## src/rtl/system_0_sysid_ext_if.sv

```systemverilog
// Avalon-MM slave bus bundle for the sysid/uptime peripheral.
interface system_0_sysid_ext_if;
  logic [2:0]  address;
  logic        read;
  logic        write;
  logic [31:0] writedata;
  logic [3:0]  byteenable;
  logic [31:0] readdata;
  logic        readdatavalid;

  modport master (
    output address, read, write, writedata, byteenable,
    input  readdata, readdatavalid
  );

  modport slave (
    input  address, read, write, writedata, byteenable,
    output readdata, readdatavalid
  );
endinterface

```

## src/rtl/system_0_sysid_ext.sv

```systemverilog
// System ID / timestamp / version words, a scratch register and a
// free-running uptime counter whose upper half is latched into a shadow
// whenever the low word is read, so software gets a coherent 64-bit value.
module system_0_sysid_ext #(
  parameter logic [31:0] SYSTEM_ID     = 32'h00000000,
  parameter logic [31:0] TIMESTAMP     = 32'd1563219222,
  parameter logic [31:0] VERSION       = 32'h00010000,
  parameter logic [31:0] SCRATCH_RESET = 32'h00000000,
  parameter int          CNT_WIDTH     = 64
) (
  input  logic                 clock,
  input  logic                 reset_n,
  system_0_sysid_ext_if.slave  avs
);

  localparam logic [2:0] A_SYSID   = 3'd0;
  localparam logic [2:0] A_TSTAMP  = 3'd1;
  localparam logic [2:0] A_VERSION = 3'd2;
  localparam logic [2:0] A_SCRATCH = 3'd3;
  localparam logic [2:0] A_UP_LO   = 3'd4;
  localparam logic [2:0] A_UP_HI   = 3'd5;
  localparam logic [2:0] A_CONTROL = 3'd6;

  logic [CNT_WIDTH-1:0] cnt_q, cnt_d;
  logic [31:0]          shadow_q, shadow_d;
  logic [31:0]          scratch_q, scratch_d;
  logic                 en_q, en_d;
  logic [31:0]          readdata_q, readdata_d;
  logic                 rdv_q, rdv_d;

  logic [31:0]          rd_mux;
  logic                 clr;
  logic [63:0]          cnt_ext;

  // Widen the counter so the shadow slice is legal for any width 33..64.
  assign cnt_ext = 64'(cnt_q);

  // Read mux sees only pre-edge state, so a same-cycle write is not visible.
  always_comb begin
    rd_mux = 32'h0;
    case (avs.address)
      A_SYSID:   rd_mux = SYSTEM_ID;
      A_TSTAMP:  rd_mux = TIMESTAMP;
      A_VERSION: rd_mux = VERSION;
      A_SCRATCH: rd_mux = scratch_q;
      A_UP_LO:   rd_mux = cnt_q[31:0];
      A_UP_HI:   rd_mux = shadow_q;
      A_CONTROL: rd_mux = {31'h0, en_q};
      default:   rd_mux = 32'h0;
    endcase
  end

  // Next-state for bus registers, control bits, counter and shadow.
  always_comb begin
    readdata_d = readdata_q;
    rdv_d      = avs.read;
    shadow_d   = shadow_q;
    scratch_d  = scratch_q;
    en_d       = en_q;
    clr        = 1'b0;

    if (avs.read) begin
      readdata_d = rd_mux;
      if (avs.address == A_UP_LO)
        shadow_d = cnt_ext[63:32];
    end

    if (avs.write) begin
      if (avs.address == A_SCRATCH) begin
        for (int i = 0; i < 4; i++)
          if (avs.byteenable[i])
            scratch_d[8*i +: 8] = avs.writedata[8*i +: 8];
      end
      // Both control bits live in lane 0; without it the write is dropped.
      if (avs.address == A_CONTROL && avs.byteenable[0]) begin
        en_d = avs.writedata[0];
        clr  = avs.writedata[1];
      end
    end

    // Clear wins over counting, regardless of the EN value being written.
    cnt_d = cnt_q;
    if (clr)
      cnt_d = '0;
    else if (en_q)
      cnt_d = cnt_q + CNT_WIDTH'(1);
  end

  // State register with synchronous active-low reset.
  always_ff @(posedge clock) begin
    if (!reset_n) begin
      cnt_q      <= '0;
      shadow_q   <= 32'h0;
      scratch_q  <= SCRATCH_RESET;
      en_q       <= 1'b1;
      readdata_q <= 32'h0;
      rdv_q      <= 1'b0;
    end else begin
      cnt_q      <= cnt_d;
      shadow_q   <= shadow_d;
      scratch_q  <= scratch_d;
      en_q       <= en_d;
      readdata_q <= readdata_d;
      rdv_q      <= rdv_d;
    end
  end

  assign avs.readdata      = readdata_q;
  assign avs.readdatavalid = rdv_q;

endmodule

```

## src/flat_wrapper.sv

```systemverilog
// flat-port wrapper written by rule: the top's interface ports become plain ports
module system_0_sysid_ext_flat 
#(
  parameter logic [31:0] SYSTEM_ID     = 32'h00000000,
  parameter logic [31:0] TIMESTAMP     = 32'd1563219222,
  parameter logic [31:0] VERSION       = 32'h00010000,
  parameter logic [31:0] SCRATCH_RESET = 32'h00000000,
  parameter int          CNT_WIDTH     = 64
)
  (clock, reset_n, avs_address, avs_read, avs_write, avs_writedata, avs_byteenable, avs_readdata, avs_readdatavalid);
  system_0_sysid_ext_if avs_i ();
  input  logic clock;
  input  logic reset_n;
  input wire logic [$bits(avs_i.address)-1:0] avs_address;
  input wire logic [$bits(avs_i.read)-1:0] avs_read;
  input wire logic [$bits(avs_i.write)-1:0] avs_write;
  input wire logic [$bits(avs_i.writedata)-1:0] avs_writedata;
  input wire logic [$bits(avs_i.byteenable)-1:0] avs_byteenable;
  output wire logic [$bits(avs_i.readdata)-1:0] avs_readdata;
  output wire logic [$bits(avs_i.readdatavalid)-1:0] avs_readdatavalid;
  assign avs_i.address = avs_address;
  assign avs_i.read = avs_read;
  assign avs_i.write = avs_write;
  assign avs_i.writedata = avs_writedata;
  assign avs_i.byteenable = avs_byteenable;
  assign avs_readdata = avs_i.readdata;
  assign avs_readdatavalid = avs_i.readdatavalid;
  system_0_sysid_ext #(.SYSTEM_ID(SYSTEM_ID), .TIMESTAMP(TIMESTAMP), .VERSION(VERSION), .SCRATCH_RESET(SCRATCH_RESET), .CNT_WIDTH(CNT_WIDTH)) u_core (.clock(clock), .reset_n(reset_n), .avs(avs_i));
endmodule
```

## config.mk

```make
export PLATFORM = sky130hd
export DESIGN_NAME = system_0_sysid_ext_flat
export DESIGN_NICKNAME = d
export VERILOG_FILES = /design/src/rtl/system_0_sysid_ext_if.sv /design/src/rtl/system_0_sysid_ext.sv /design/src/flat_wrapper.sv
export SDC_FILE = /design/constraint.sdc
export NUM_CORES = 1
export LEC_CHECK = 0
export BUFFER_PORTS_ARGS = -buffer_cell sky130_fd_sc_hd__buf_2
export CAP_MARGIN = 20
export CORE_MARGIN = 2
export CORE_UTILIZATION = 55
export CTS_CLUSTER_SIZE = 12
export DETAILED_ROUTE_END_ITERATION = 16
export PLACE_DENSITY = 0.75
export SLEW_MARGIN = 10
export SYNTH_ARGS = -nofsm -noshare
export SYNTH_HDL_FRONTEND = slang
export SYNTH_SLANG_ARGS = --single-unit
```

## constraint.sdc

```tcl
create_clock -name clock -period 2.8 [get_ports clock]
set_input_delay 0.28 -clock clock [delete_from_list [all_inputs] [get_ports clock]]
set_output_delay 0.28 -clock clock [all_outputs]
set_load 0.05 [all_outputs]
```

---- Word level (Yosys, flattened, before mapping) ----
Cells that the tools add are included.
Widths: inputs -> output; s select.
storage, ports and cells
  bits in registers ....................... 162
  latch bits .............................. 0
  memory bits (writable) .................. 0
  ROM bits ................................ 0
  input port bits ......................... 43
  output and inout bits ................... 33
  word-level logic and storage cells ...... 28
  memories ................................ 0
cells by class
  add/subtract/negate cells ............... 1
  multipliers ............................. 0
  div/mod/pow operators ................... 0
  $lt $le $gt $ge ......................... 0
  equality and inequality tests ........... 6
  shifts and indexed selects .............. 0
  mux-type cells .......................... 3
  bitwise logic cells ..................... 1
  reduce and logical (&&, ||, !) cells .... 8
operators with widths
  operator               number
  $pmux 32 s6            1
  $add 64x1->64 const B  1
  $reduce_and 3->1       4
  $eq 3x3->1 const B     3
  $eq 3x2->1 const B     2
  $reduce_and 2->1       2
  $eq 3x1->1 const B     1
  $mux 1                 2
  $reduce_or 2->1        1
  $logic_and 1x1->1      1
  $not 1->1              1

---- Logic depth before layout (Yosys ltp) ----
Gate-level depths: netlist (run 1).
  depth after elaboration ................. 5
  gate-level depth with buffers ........... 9
  depth with buffers taken out ............ 6

---- Least setup slack after synthesis (run 1) ----
Ideal clock, no wire load.
  kind .................................... register to register
  from .................................... register u_core.cnt_q[0] (netlist: u_core.cnt_ext[0])
  to ...................................... register u_core.cnt_q[36] (netlist: u_core.cnt_ext[36])
  library setup time ...................... 0.070 ns
  arrival time ............................ 1.871 ns
  data required time ...................... 2.730 ns
  path slack .............................. 0.859 ns
  cell stages (with the launch flop) ...... 7
  path buffers ............................ 0
  clock period less this slack ............ 1.941 ns
  cells stage by stage .................... dfxtp_1 ha_1 nand4_1 or3_4 nor4_4 or3b_1 a21oi_1
between the ends
  word-level cells in the longest chain between the ends .. 1
RTL lines
  item                    line                      text
  start, declared         system_0_sysid_ext.sv:24  logic [CNT_WIDTH-1:0] cnt_q, cnt_d;
  start signal, assigned  system_0_sysid_ext.sv:99  cnt_q <= cnt_d;
  $add 64x1->64           system_0_sysid_ext.sv:86  cnt_d = cnt_q + CNT_WIDTH'(1);
Every way passes these cells.
A chain may end at the register's enable or synchronous reset.

---- Final worst setup path (run 1) ----
  from .................................... register u_core.cnt_q[0] (netlist: u_core.cnt_ext[0])
  to ...................................... register u_core.cnt_q[58] (netlist: u_core.cnt_ext[58])
The elaborated chain is that of the path after synthesis.

==> results of run 1 <==
[layer usage]
metal / global-route usage (%) / routed length, um / up-vias
met3: 4.88 / 1240 / 29
met5: 0 / 0 / -
met4: 9.27 / 314 / 0
met2: 40.2 / 8620 / 234
met1: 39.4 / 9410 / 3185
li1: - / - / 3365
[flip-flops by register name, indices dropped and copies added, names as in the netlist]
| register | cells |
|---|---|
| u_core.shadow_q | 32 |
| u_core.avs.readdatavalid | 1 |
| u_core.avs.readdata | 32 |
| u_core.en_q | 1 |
| u_core.cnt_ext | 64 |
| u_core.scratch_q | 32 |
[Yosys cell counts, drive strengths merged]
| library cell | n | area (um2) |
|---|---|---|
| and3 | 10 | 62.6 |
| nor2b | 20 | 125 |
| nor3 | 6 | 30.0 |
| o22ai | 47 | 294 |
| nand2 | 130 | 488 |
| o211ai | 1 | 7.51 |
| and2 | 35 | 219 |
| xnor2 | 17 | 149 |
| clkbuf | 41 | 155 |
| nand2b | 2 | 12.5 |
| nand4b | 1 | 8.76 |
| a22oi | 16 | 120 |
| dfxtp | 162 | 3240 |
| buf | 22 | 98.8 |
| and4 | 6 | 52.6 |
| inv | 53 | 199 |
| xor2 | 22 | 193 |
| nand4 | 26 | 205 |
| o21ai | 20 | 100 |
| a311oi | 1 | 8.76 |
| a21boi | 64 | 480 |
| a22o | 1 | 8.76 |
| mux2i | 18 | 180 |
| nand3 | 60 | 313 |
| nor4 | 17 | 189 |
| a41o | 1 | 10.0 |
| o211a | 1 | 10.0 |
| a21oi | 39 | 195 |
| nor2 | 66 | 253 |
| or3 | 24 | 155 |
| or3b | 2 | 17.5 |
| o31ai | 4 | 30.0 |
| or4 | 7 | 60.1 |
| ha | 1 | 12.5 |
[path summary, 6_finish.rpt]
| kind | startpoint | slack, ns | endpoint | cells past startpoint |
|---|---|---|---|---|
| setup reg to reg | u_core.cnt_ext[0]$_SDFFE_PP0P_ | 0.40 | u_core.cnt_ext[58]$_SDFFE_PP0P_ | 6 |
| setup / recovery | u_core.cnt_ext[0]$_SDFFE_PP0P_ | 0.40 | u_core.cnt_ext[58]$_SDFFE_PP0P_ | 6 |
| hold reg to reg | u_core.scratch_q[20]$_SDFFE_PN0P_ | 0.47 | u_core.scratch_q[20]$_SDFFE_PN0P_ | 2 |
| hold / removal | avs_writedata[0] | 0.09 | u_core.en_q$_SDFFE_PN1P_ | 3 |
[where the power goes]
group          total (mW)  switching (mW)  internal [mW]  leakage [nW]
registers            2.34          0.0146           2.32          1.31
clock network        2.41           0.957           1.45         0.296
logic               0.280           0.183         0.0964          1.47
[cells in the final DEF (no fill, tap or decap), drive strengths merged, types with 20 or more instances in the layout]
cell / synthesis / final
o21ai: 20 / 20
buf: 22 / 91
o22ai: 47 / 47
a21oi: 39 / 39
nor2: 66 / 66
nand2: 130 / 130
nor2b: 20 / 20
xor2: 22 / 22
or3: 24 / 24
and2: 35 / 35
inv: 53 / 54
nand3: 60 / 60
a21boi: 64 / 64
nand4: 26 / 26
clkbuf: 41 / 20
dfxtp: 162 / 162
[worst max-delay path, stage by stage (launching register included)]
cell     delay (ns)
dfxtp_1        0.41
ha_1           0.25
nand4_1        0.15
nor4_2         0.45
nand4_1        0.40
or4_1          0.51
a21oi_1        0.15
[kinds of logic (layout without fill, tap and decap cells)]
logic type / Yosys count / in the layout / synth area share [%]
and+or+nand+nor: 412 / 412 / 28.5
adders and majority gates: 1 / 1 / 0.163
xor gates and xnor gates: 39 / 39 / 4.44
buffers and inverters: 116 / 176 / 5.89
muxes: 18 / 18 / 2.34
AOI/OAI and AO/OA: 195 / 195 / 16.5
DFF: 162 / 162 / 42.2
[metrics by stage]
stage	hold WS, ns	area [um2]	util (%)	cells	worst slack [ns]
finish	0.0891	8790	63.8	1183	0.396
global route	0.106	8790	63.8	1183	0.256
CTS	0.0849	8790	63.8	1183	0.423
detailed placement	0.457	8180	59.4	1151	0.449
global placement	0.449	8180	59.4	1151	0.538
floorplan	0.405	7690	-	943	0.859
[layout make-up]
cell class	count	share of cell area, %
Sequential cell	162	36.9
Timing Repair Buffer	91	5.78
Multi-Input combinational cell	665	45.5
Clock buffer	20	5.20
Tap cell	180	2.56
Clock inverter	12	1.77
Inverter	53	2.26
==> impl_metrics.env, run 1 <==
export IMPL_fin_tns_setup_ns=0
export IMPL_synth_warning_count=0
export IMPL_synth_distinct_cells=45
export IMPL_grt_setup_unrepaired="false"
export IMPL_rows=43
export IMPL_end_kind="flop"
export IMPL_crit_required_ns=3.16
export IMPL_ctsHoldBuffers=0
export IMPL_vias=6813
export IMPL_grt_total_usage_pct=27.0
export IMPL_htree_levels=4
export IMPL_drtIter0Drc=552
export IMPL_io_pin_count=76
export IMPL_diodes=0
export IMPL_drc_errors=0
export IMPL_multi_input_area_um2=4000
export IMPL_fin_crit_sh_pct=85.9
export IMPL_syn_area_um2=7690
export IMPL_status="completed"
export IMPL_vias_per_cell=5.76
export IMPL_syn_area_per_cell_um2=8.15
export IMPL_synth_yosys_seq_area_share_pct=42.2
export IMPL_hold_viol=0
export IMPL_final_layout_size_suffix_gt1_share_pct=14.2
export IMPL_clockBufferDepth=2
export IMPL_synth_seq_cells=162
export IMPL_fmax_mhz=416
export IMPL_cts_tree="yes"
export IMPL_numCtsBuffers=17
export IMPL_gp_congestion=0.959
export IMPL_dieArea_um2=14900
export IMPL_die_h_um=122
export IMPL_coreArea_um2=13800
export IMPL_hpwl_mm=13.8
export IMPL_wirelength_mm=19.6
export IMPL_ant_nets=0
export IMPL_grt_pass1_vias=6107
export IMPL_netlist_instances=943
export IMPL_maxSlewViolCount=0
export IMPL_ir_drop_uv=408
export IMPL_cts_setup_buffers=0
export IMPL_dieWidth_um=122
export IMPL_min_period_ns=2.40
export IMPL_grt_overflow=0
export IMPL_clock_root_buffer="clkbuf_16"
export IMPL_initial_core_util_pct=55.8
export IMPL_post_cts_resized=0
export IMPL_power_density_nw_per_um2=572
export IMPL_syn_nets=987
export IMPL_nNetsFinal=1034
export IMPL_fin_skew_ns=0.00834
export IMPL_clock_latency_ns=0.43
export IMPL_max_slew_margin_pct=47.6
export IMPL_cts_sinks=162
export IMPL_firstDrtPassIters=5
export IMPL_p_total_mw=5.02
export IMPL_worst_path_max_fanout=11
export IMPL_place_port_buffers=75
export IMPL_clk_pin_slew_ns=0.06
export IMPL_arrival_ns=2.77
export IMPL_min_path_type="input port to flop"
export IMPL_crit_type="flop to flop"
export IMPL_grt_max_degree=55
export IMPL_syn_to_final_growth_pct=14.3
export IMPL_grt_pass1_wl_mm=31.7
export IMPL_ff_latch_area_um2=3240
export IMPL_tightest_slew_ns=0.786
export IMPL_leakage_nw=3.07
export IMPL_critPathLaunchType="flop"
export IMPL_finalSetupViolations=0
export IMPL_routedWlPerCell_um=16.6
export IMPL_num_fill_cells=1202
export IMPL_drv_cap=0
export IMPL_antenna_found_initial=0
Note: power is estimated with default switching activity, not from simulation.
==> run 2: changes to the inputs <==
--- a/config.mk
+++ b/config.mk
@@ -8,10 +8,10 @@
 export BUFFER_PORTS_ARGS = -buffer_cell sky130_fd_sc_hd__buf_2
 export CAP_MARGIN = 20
 export CORE_MARGIN = 2
-export CORE_UTILIZATION = 55
+export CORE_UTILIZATION = 53
 export CTS_CLUSTER_SIZE = 12
 export DETAILED_ROUTE_END_ITERATION = 16
-export PLACE_DENSITY = 0.75
+export PLACE_DENSITY = 0.76
 export SLEW_MARGIN = 10
 export SYNTH_ARGS = -nofsm -noshare
 export SYNTH_HDL_FRONTEND = slang
==> constraint.sdc (replaced) <==
create_clock -name clock -period 2.2 [get_ports clock]
set_input_delay 0.22 -clock clock [delete_from_list [all_inputs] [get_ports clock]]
set_output_delay 0.22 -clock clock [all_outputs]
set_load 0.05 [all_outputs]
==> run 2 against run 1 <==
Compared with the run above:
- combinational power increased by 36%
- sequential power increased by 27%
- worst setup slack got worse by 0.28 ns
- global-route usage decreased by 0.85 points
- first-iteration DRC count increased by 1.1%
- count of clock-buffer cells in the layout increased by 3
==> impl_metrics.env, run 2 (synthesis results as in run 1) <==
export IMPL_io_pin_count=76
export IMPL_rows=44
export IMPL_clk_pin_slew_ns=0.06
export IMPL_dp_cells=1182
export IMPL_cts_sinks=162
export IMPL_post_route_util_pct=63.4
export IMPL_cp_cell_sequence="nand4_4 -> or3_1 -> nor4_4 -> or3b_1 -> a21oi_1"
export IMPL_ant_nets=0
export IMPL_p_total_mw=6.41
export IMPL_vias=6975
export IMPL_final_layout_size_suffix_gt1_share_pct=17.2
export IMPL_grt_overflow=0
export IMPL_grt_pass1_wl_mm=33.1
export IMPL_clock_root_buffer="clkbuf_16"
export IMPL_power_density_nw_per_um2=704
export IMPL_dieArea_um2=15500
export IMPL_critPathLaunchType="flop"
export IMPL_initial_core_util_pct=53.5
export IMPL_nNetsFinal=1063
export IMPL_drtIter0Drc=558
export IMPL_drv_cap=0
export IMPL_cts_tree="yes"
export IMPL_status="completed"
export IMPL_hold_viol=0
export IMPL_antenna_found_initial=0
export IMPL_fin_cells=1216
export IMPL_clock_latency_ns=0.44
export IMPL_maxSlewViolCount=0
export IMPL_largest_reg_flops=64
export IMPL_fmax_mhz=479
export IMPL_vias_per_cell=5.74
export IMPL_mostFrequentLayoutCells="dfxtp_1 (157), nand2_1 (130), buf_2 (75)"
export IMPL_clockBufferDepth=2
export IMPL_grt_total_usage_pct=26.2
export IMPL_crit_required_ns=2.56
export IMPL_grt_max_degree=70
export IMPL_end_kind="flop"
export IMPL_layout_commonest_cell="dfxtp_1"
export IMPL_tightest_slew_ns=0.872
export IMPL_ctsHoldBuffers=0
export IMPL_firstDrtPassIters=5
export IMPL_max_slew_margin_pct=41.9
export IMPL_drc_errors=0
export IMPL_min_period_ns=2.09
export IMPL_dieWidth_um=124
export IMPL_die_h_um=124
export IMPL_gp_congestion=0.872
export IMPL_htree_levels=4
export IMPL_fin_skew_ns=0.00794
export IMPL_syn_to_final_growth_pct=18.5
export IMPL_routedWlPerCell_um=16.6
export IMPL_numCtsBuffers=17
export IMPL_hpwl_mm=14.2
export IMPL_wirelength_mm=20.1
export IMPL_ir_drop_uv=582
export IMPL_coreArea_um2=14400
export IMPL_diodes=0
export IMPL_worst_path_max_fanout=7
export IMPL_fin_crit_sh_pct=94.8
export IMPL_crit_family="simple AND/OR/NAND/NOR gates"
export IMPL_grt_pass1_vias=6626
export IMPL_place_port_buffers=75
export IMPL_leakage_nw=3.28
export IMPL_slowest_delay_ns=0.45
export IMPL_arrival_ns=2.45
export IMPL_crit_path_top_delay_cell="dfxtp_1"
export IMPL_crit_type="flop to flop"
export IMPL_finalSetupViolations=0
export IMPL_worst_path_buf_inv=0
export IMPL_min_path_type="input port to flop"
-- run 2: cell types whose count changed in the layout (fill, tap and decap cells not counted), moves of 3 or more --
| cell | delta |
|---|---|
| buf_4 | +24 |
| buf_12 | +5 |
| dfxtp_1 | -5 |
| dfxtp_2 | +5 |
| clkinv_4 | -3 |
-- run 2: final timing paths --
kind / startpoint / to / slack, ns / cells past startpoint
max: u_core.cnt_ext[18]$_SDFFE_PP0P_ / u_core.cnt_ext[36]$_SDFFE_PP0P_ / 0.11 / 5
min: avs_writedata[0] / u_core.en_q$_SDFFE_PN1P_ / 0.03 / 3
max reg2reg: u_core.cnt_ext[18]$_SDFFE_PP0P_ / u_core.cnt_ext[36]$_SDFFE_PP0P_ / 0.11 / 5
min reg2reg: u_core.scratch_q[26]$_SDFFE_PN0P_ / u_core.scratch_q[26]$_SDFFE_PN0P_ / 0.46 / 2
-- run 2: power by group --
group / internal [mW] / switching [mW]
combinational: 0.142 / 0.240
clock: 1.90 / 1.16
sequential: 2.96 / 0.0125
total: 5.00 / 1.42
-- run 2: cell type report --
class	count	area, um2
clock buffer	23	488
clock inverter	9	126
fill	1170	5260
inverter	53	199
multi-input combinational	665	4030
sequential	162	3250
tap	184	230
timing repair buffer	120	788
-- run 2: worst min-delay path, delay by kind of cell --
family	cells	cell delay, ns
multiplexers	1	0.06
buffers and inverters	1	0.10
AND/OR/NAND/NOR	1	0.06
-- run 2: per-layer routing --
metal | vias to the layer above | track usage [%] | routed length, um
li1 | 3421 | - | -
met5 | - | 0 | 0
met2 | 239 | 41.9 | 9300
met1 | 3277 | 35.1 | 9130
met4 | 0 | 8.79 | 393
met3 | 38 | 5.84 | 1310
-- run 2: timing repair --
action,in CTS,in global routing
gates resized for setup,0,9
setup buffers,0,2
hold endpoints to repair,0,0
endpoints found under the setup margin,0,14
-- run 2: stage by stage --
| stage | hold slack, ns | area (um2) | TNS (ns) | worst slack (ns) |
|---|---|---|---|---|
| 6_report | 0.0278 | 9110 | 0 | 0.114 |
| 4_1_cts | 0.0312 | 9060 | 0 | 0.0432 |
| 3_5_place_dp | 0.458 | 8450 | 0 | 0.0726 |
| 5_1_grt | 0.0350 | 9110 | -0.0455 | -0.0258 |
| 3_3_place_gp | 0.451 | 8450 | 0 | 0.142 |
| 2_1_floorplan | 0.345 | 7690 | 0 | 0.259 |
